<file path="src/rtl/laplacian_core.sv">
// 3x3 Laplacian edge-detection engine producing a saturated signed result per window.
// Latency: 3 enabled edges from window capture to data_o, with sonuc_done raised on the third.
// Backpressure: none; en_i gates every stage, so lowering it freezes the pipeline and clears done.
// Optional feature: define LAPLACIAN_DIAG_EN for the 8-neighbour kernel (default is 4-neighbour).
module laplacian_core #(
  parameter int DW = 8,
  parameter int OW = 9
) (
  input  logic          clk_i,
  input  logic          rst_i,
  input  logic [DW-1:0] data_i_0,
  input  logic [DW-1:0] data_i_1,
  input  logic [DW-1:0] data_i_2,
  input  logic [DW-1:0] data_i_3,
  input  logic [DW-1:0] data_i_4,
  input  logic [DW-1:0] data_i_5,
  input  logic [DW-1:0] data_i_6,
  input  logic [DW-1:0] data_i_7,
  input  logic [DW-1:0] data_i_8,
  input  logic          en_i,
  output logic [OW-1:0] data_o,
  output logic          sonuc_done
);

  // Neighbour sum holds up to eight full-scale pixels, so three extra bits.
  localparam int NW = DW + 3;
`ifdef LAPLACIAN_DIAG_EN
  localparam int KW = DW + 5;
`else
  localparam int KW = DW + 4;
`endif
  // Intermediate must hold the unclamped kernel and the clamp bounds.
  localparam int IW = (KW > OW + 1) ? KW : OW + 1;
  localparam logic signed [IW-1:0] SAT_MAX = IW'((1 << (OW - 1)) - 1);
  localparam logic signed [IW-1:0] SAT_MIN = IW'(-(1 << (OW - 1)));

  typedef enum logic [1:0] {
    IDLE  = 2'd0,
    FILL1 = 2'd1,
    FILL2 = 2'd2,
    DONE  = 2'd3
  } state_t;

  state_t state_q, state_d;

  logic [DW-1:0] pix_d [9];
  logic [DW-1:0] pix_q [9];
  logic [NW-1:0] ctr_d, ctr_q;
  logic [NW-1:0] nsum_d, nsum_q;
  logic signed [IW-1:0] diff;
  logic signed [IW-1:0] sat;

  assign pix_d[0] = data_i_0;
  assign pix_d[1] = data_i_1;
  assign pix_d[2] = data_i_2;
  assign pix_d[3] = data_i_3;
  assign pix_d[4] = data_i_4;
  assign pix_d[5] = data_i_5;
  assign pix_d[6] = data_i_6;
  assign pix_d[7] = data_i_7;
  assign pix_d[8] = data_i_8;

  // Done-count state register; the state encoding is the enabled-edge count.
  always_ff @(posedge clk_i) begin
    if (rst_i) begin
      state_q <= IDLE;
    end else begin
      state_q <= state_d;
    end
  end

  // Count consecutive enabled edges up to three; any idle edge restarts the count.
  always_comb begin
    state_d = IDLE;
    if (en_i) begin
      case (state_q)
        IDLE:    state_d = FILL1;
        FILL1:   state_d = FILL2;
        FILL2:   state_d = DONE;
        default: state_d = DONE;
      endcase
    end
  end

  // Result is valid only once three enabled edges have flushed the pipeline.
  always_comb begin
    sonuc_done = (state_q == DONE);
  end

  // S1: capture the whole window on every enabled edge.
  always_ff @(posedge clk_i) begin
    if (rst_i) begin
      for (int i = 0; i < 9; i++) pix_q[i] <= '0;
    end else if (en_i) begin
      for (int i = 0; i < 9; i++) pix_q[i] <= pix_d[i];
    end
  end

  // Scaled centre and neighbour sum for the selected kernel, both unsigned.
  always_comb begin
`ifdef LAPLACIAN_DIAG_EN
    ctr_d  = NW'({pix_q[4], 3'b000});
    nsum_d = NW'(pix_q[0]) + NW'(pix_q[1]) + NW'(pix_q[2]) + NW'(pix_q[3])
           + NW'(pix_q[5]) + NW'(pix_q[6]) + NW'(pix_q[7]) + NW'(pix_q[8]);
`else
    ctr_d  = NW'({pix_q[4], 2'b00});
    nsum_d = NW'(pix_q[1]) + NW'(pix_q[3]) + NW'(pix_q[5]) + NW'(pix_q[7]);
`endif
  end

`ifndef LAPLACIAN_DIAG_EN
  // Corners are still captured in S1 but do not contribute to the 4-neighbour kernel.
  logic corner_unused;
  assign corner_unused = ^{pix_q[0], pix_q[2], pix_q[6], pix_q[8]};
`endif

  // S2: register the two kernel partial terms.
  always_ff @(posedge clk_i) begin
    if (rst_i) begin
      ctr_q  <= '0;
      nsum_q <= '0;
    end else if (en_i) begin
      ctr_q  <= ctr_d;
      nsum_q <= nsum_d;
    end
  end

  // Subtract in widened signed arithmetic, then clamp into the output range.
  always_comb begin
    diff = $signed(IW'(ctr_q)) - $signed(IW'(nsum_q));
    sat  = diff;
    if (diff > SAT_MAX) begin
      sat = SAT_MAX;
    end else if (diff < SAT_MIN) begin
      sat = SAT_MIN;
    end
  end

  // S3: register the saturated result; it holds while en_i is low.
  always_ff @(posedge clk_i) begin
    if (rst_i) begin
      data_o <= '0;
    end else if (en_i) begin
      data_o <= sat[OW-1:0];
    end
  end

endmodule

</file>
<file path="config.mk">
export PLATFORM = sky130hd
export DESIGN_NAME = laplacian_core
export DESIGN_NICKNAME = d
export VERILOG_FILES = /design/src/rtl/laplacian_core.sv
export SDC_FILE = /design/constraint.sdc
export NUM_CORES = 1
export LEC_CHECK = 0
export CORE_MARGIN = 5
export CORE_UTILIZATION = 42
export DETAILED_ROUTE_END_ITERATION = 8
export MAX_ROUTING_LAYER = met4
export PLACE_DENSITY = 0.78
export REMOVE_ABC_BUFFERS = 1
export SLEW_MARGIN = 25
export SYNTH_ARGS = -nofsm -noshare
export SYNTH_HDL_FRONTEND = slang
export SYNTH_SLANG_ARGS = --single-unit
</file>
<file path="constraint.sdc">
create_clock -name clk_i -period 6.8 [get_ports clk_i]
set_input_delay 2.04 -clock clk_i [delete_from_list [all_inputs] [get_ports clk_i]]
set_output_delay 2.04 -clock clk_i [all_outputs]
set_load 0.02 [all_outputs]
</file>
=== After elaboration in Yosys (flattened, before gate mapping) ===
Memory sizes are Yosys's and may differ from the RTL's. A register that Yosys moved wholly into a read port is not among the register bits.
Cells that the tools add are included.

* Bits in registers: 22
* RAM bits: 72
* Input bits: 75
* Output and inout bits: 10
* Logic and storage cells: 41
* Memories: 1

* Add/subtract/negate cells: 4
* $lt $le $gt $ge: 2
* Eq/ne operators: 2
* Multiplexer cells: 17
* Bitwise operators: 10
* Reduce and logical (&&, ||, !) cells: 2

{| class="wikitable"
|+ Memory list
! name !! words !! width !! rd ports !! clocked after memory_dff !! write ports !! RTL line !! text
|-
| pix_q || 9 || 8 || 5 || 1 || 9 || 47 || <nowiki>logic [DW-1:0] pix_q [9];</nowiki>
|}

{| class="wikitable"
|+ Operators with widths
! cell !! number
|-
| 8-bit 2-to-1 mux || 9
|-
| 9-bit 2-to-1 mux || 2
|-
| 12-bit by 9-bit greater-than comparator with 1-bit output (second input constant) || 1
|-
| 12-bit by 9-bit less-than comparator with 1-bit output (second input constant) || 1
|-
| 10-bit by 11-bit subtractor with 12-bit output || 1
|-
| 10-bit by 8-bit adder with 11-bit output || 1
|-
| 9-bit by 8-bit adder with 10-bit output || 1
|-
| 8-bit by 8-bit adder with 9-bit output || 1
|-
| 1-bit bitwise OR || 9
|-
| 1-bit 2-to-1 mux || 5
|-
| 2-bit one-hot mux with 2 select lines || 1
|-
| 2-bit by 1-bit == test with 1-bit output (second input constant) || 1
|-
| 2-bit == test (second input constant) || 1
|-
| 2-bit zero test || 1
|-
| 2-bit OR reduction || 1
|-
| 1-bit inverter || 1
|}

=== Logic depth before layout (Yosys ltp) ===
* Depth in word-level cells: 4
* Gate-level depth with buffers: 14
* Depth with buffers taken out: 14

=== Worst setup path after synthesis ===
No wires, ideal clock.

* Kind: in2reg
* From: input port rst_i
* To: memory pix_q[1][0] (enable)
* Library setup time: 0.397 ns
* Data arrival time: 3.088 ns
* Data required time: 6.403 ns
* Slack: 3.315 ns
* Cell stages on the path: 3
* Path buffers: 1
* Path through: buf_6 -> nor2_1 -> inv_1

{| class="wikitable"
|+ RTL lines
! item !! RTL line !! text
|-
| from (decl) || 10 || <nowiki>input logic rst_i,</nowiki>
|-
| to (decl) || 47 ||
|}

==> flow_summary.yaml <==
route:
  routed.top_layer: "met4"
  antenna_left: 0
  drc: 0
  drt-pass1-iter-count: 4
  num_vias: 2373
  wl_met3_um: 296
  wl_per_cell_um: 12.34
  first_iter_violations: 122
  via_per_inst: 4.804
  dr_wl_met2_um: 3063
  m1WireLength_um: 2632
  routed_wl_um: 6096
synthesis:
  async_flop_share_pct: 0
  synth_seq_cells: 69
  synth_edf_count: 40
  netlist_instances: 323
  syn_area_per_cell_um2: 11.33
  yosys_warnings: 0
  yosys_most_used_dff: "edfxtp_1"
  ys_seq_area_share_pct: 48.67
  yosysUniqueCellTypes: 46
  syn_area_mm2: 0.003661
pwr:
  leakage_nw: 1.858
  power_w: 0.001340
  powerDensity_mw_per_mm2: 301.1
  irDropWorstVdd_uv: 128.3
timing:
  fin_crit_sh_pct: 57.88
  fmax_mhz: 254.1
  relSlewSlack_pct: 44.93
  rsz0062_at_grt: "no"
  tightest_slew_ps: 823.5
  hold_viol_final: 0
  drv_slew: 0
  tns_ps: 0
  min_period_ps: 3936
  fin_skew_ps: 8.921
  setup_viol: 0
die:
  die-area_mm2: 0.01068
  fp.dieH_um: 103.4
  core_area_mm2: 0.008593
  die_x_um: 103.4
  ios: 85
  rows: 34
  initial_core_util_pct: 42.60
placed_design:
  dpl_cell_area_mm2: 0.004297
  place_congestion: 0.7937
  port_buffers: 52
  dp_hpwl_um: 4564
setup_path:
  endpoint_kind: "flip-flop"
  crit_arrival_ps: 3900
  worstReg2RegStart: "pix_q[5][1]"
  slowest_stage: "clkdlybuf4s50_1"
  max_stage_delay_ps: 1010
  worstPathRequired_ps: 6770
  worstSetupStartpointType: "input pin"
  crit_chain: "clkdlybuf4s50_1 -> nor2_1 -> inv_1 -> buf_4"
  r2r_setup_slack_ps: 3590
  worst-setup-path-type: "input pin to flip-flop"
  path_max_fanout: 43
  reg2reg_to: "nsum_q[9]"
  ff2ff_path_depth: 14
layout:
  area_growth_syn_to_layout_pct: 21.57
  fin_nets: 490
  fin_util_pct: 51.79
  stdcell_area_mm2: 0.004451
  drive_gt1_share_pct: 7.513
  insertedDiodeCount: 0
grt:
  antenna_found_initial: 0
  grt_max_degree: 44
  overflow: 0
  grt_pass1_vias: 2430
  grt_pass1_wl_um: 10550
  grt_usage_pct: 13.14
clock_network:
  cts_resized: 0
  cts-buffers-inserted: 9
  postCtsSetupBuffers: 0
  cts.path.max_buffers: 2
  numClockSinks: 69
  cts_hold_buf: 0
  cts_tree: "done"
  clkLatencyLatePin_ps: 330
  clkTransAtPathRegs_ps: 70
  cts_htree_levels: 3
  cts_root_buf: "clkbuf_8"
min_path:
  hold_path_end: "state_q[0]"
  hp-start: "state_q[1]"
  hold_path_class: "flip-flop to flip-flop"
  whs_path_depth: 2
run:
  max-cap-violations: 0
status:
  status: "finished, final reports clean"
## worst max-delay path: cells and delay by family
family                 cells  cell delay (ps)
buffers and inverters      3             1580
AND/OR/NAND/NOR            1              250
## cell type report
type	count	area (um^2)
fill	766	4143
multi-input combinational	201	1668
inverter	45	168.9
tap	108	135.1
sequential	69	1782
clock buffer	13	138.9
clock inverter	3	15.01
timing repair buffer	55	543.0
## layout by cell type (no fill, tap or decap), types with 3 or more instances in the layout
cell type | synthesis | final
o21a_1 | 3 | 3
inv_1 | 43 | 43
nor2_1 | 29 | 28
a221o_1 | 3 | 3
mux2i_1 | 12 | 12
and2_1 | 41 | 41
ha_1 | 18 | 18
fa_1 | 16 | 16
a211oi_1 | 3 | 3
buf_4 | 0 | 3
clkdlybuf4s50_1 | 0 | 52
clkbuf_1 | 6 | 4
xnor2_1 | 7 | 7
o21ai_1 | 6 | 6
nand2_1 | 12 | 12
clkbuf_8 | 0 | 9
clkinv_2 | 0 | 3
dfxtp_1 | 29 | 29
a21oi_1 | 10 | 10
nand2b_1 | 3 | 3
a22o_1 | 3 | 3
edfxtp_1 | 40 | 40
a21boi_1 | 3 | 3
## per-layer routing
| metal | global-route usage, % | up-vias |
|---|---|---|
| met2 | 21.47 | 60 |
| met4 | 5.677 | 0 |
| met5 | - | - |
| li1 | - | 1203 |
| met1 | 15.70 | 1101 |
| met3 | 2.750 | 9 |
## worst max path at each step
stage                     slack (ps)  cells past startpoint     endpoint  start
final                           2860                      4  pix_q[4][3]  rst_i
after detailed placement        2470                      4  pix_q[7][4]  rst_i
after CTS                       2830                      4  pix_q[7][4]  rst_i
after global placement          2550                      4  pix_q[1][2]  rst_i
after floorplan                 3360                      4    data_o[2]   en_i
after global routing            2700                      4  pix_q[3][5]  rst_i
## through the flow
stage          cells  worst slack [ps]  hold WS, ps
2_1_floorplan    315              3359        426.8
3_3_place_gp     478              2554        435.5
3_5_place_dp     478              2475        451.9
4_1_cts          494              2830        462.3
5_1_grt          494              2698        474.4
6_report         494              2864        457.2
## registers in the layout (all words and copies together) (netlist names)
name	cells
nsum_q	10
pix_q	40
data_o	9
state_q	2
ctr_q	8
## power breakdown
| part | total (W) | internal [W] | switching [W] |
|---|---|---|---|
| registers | 0.000530 | 0.000503 | 0.0000267 |
| clock network | 0.000274 | 0.000131 | 0.000143 |
| logic | 0.000536 | 0.000257 | 0.000278 |
## Yosys cell counts (all sizes together), types with 6 or more instances
| library cell | instances | area share (%) |
|---|---|---|
| a21oi | 10 | 1.4 |
| and2 | 41 | 7.0 |
| clkbuf | 6 | 0.62 |
| dfxtp | 29 | 16 |
| edfxtp | 40 | 33 |
| fa | 16 | 8.7 |
| ha | 18 | 6.2 |
| inv | 45 | 4.6 |
| mux2i | 13 | 3.9 |
| nand2 | 12 | 1.2 |
| nor2 | 30 | 3.1 |
| o21ai | 9 | 1.3 |
| xnor2 | 7 | 1.7 |
## logic make-up after synthesis
logic type                 count (synthesis)  synth area share (%)
buffers and inverters                     53                 5.844
AOI/OAI and AO/OA                         51                 11.21
xor gates and xnor gates                   9                 2.153
muxes                                     13                 3.896
DFF                                       69                 48.67
adders and majority gates                 34                 14.90
and+or+nand+nor                           94                 13.33
No activity file was read; power rests on OpenSTA's default activity.
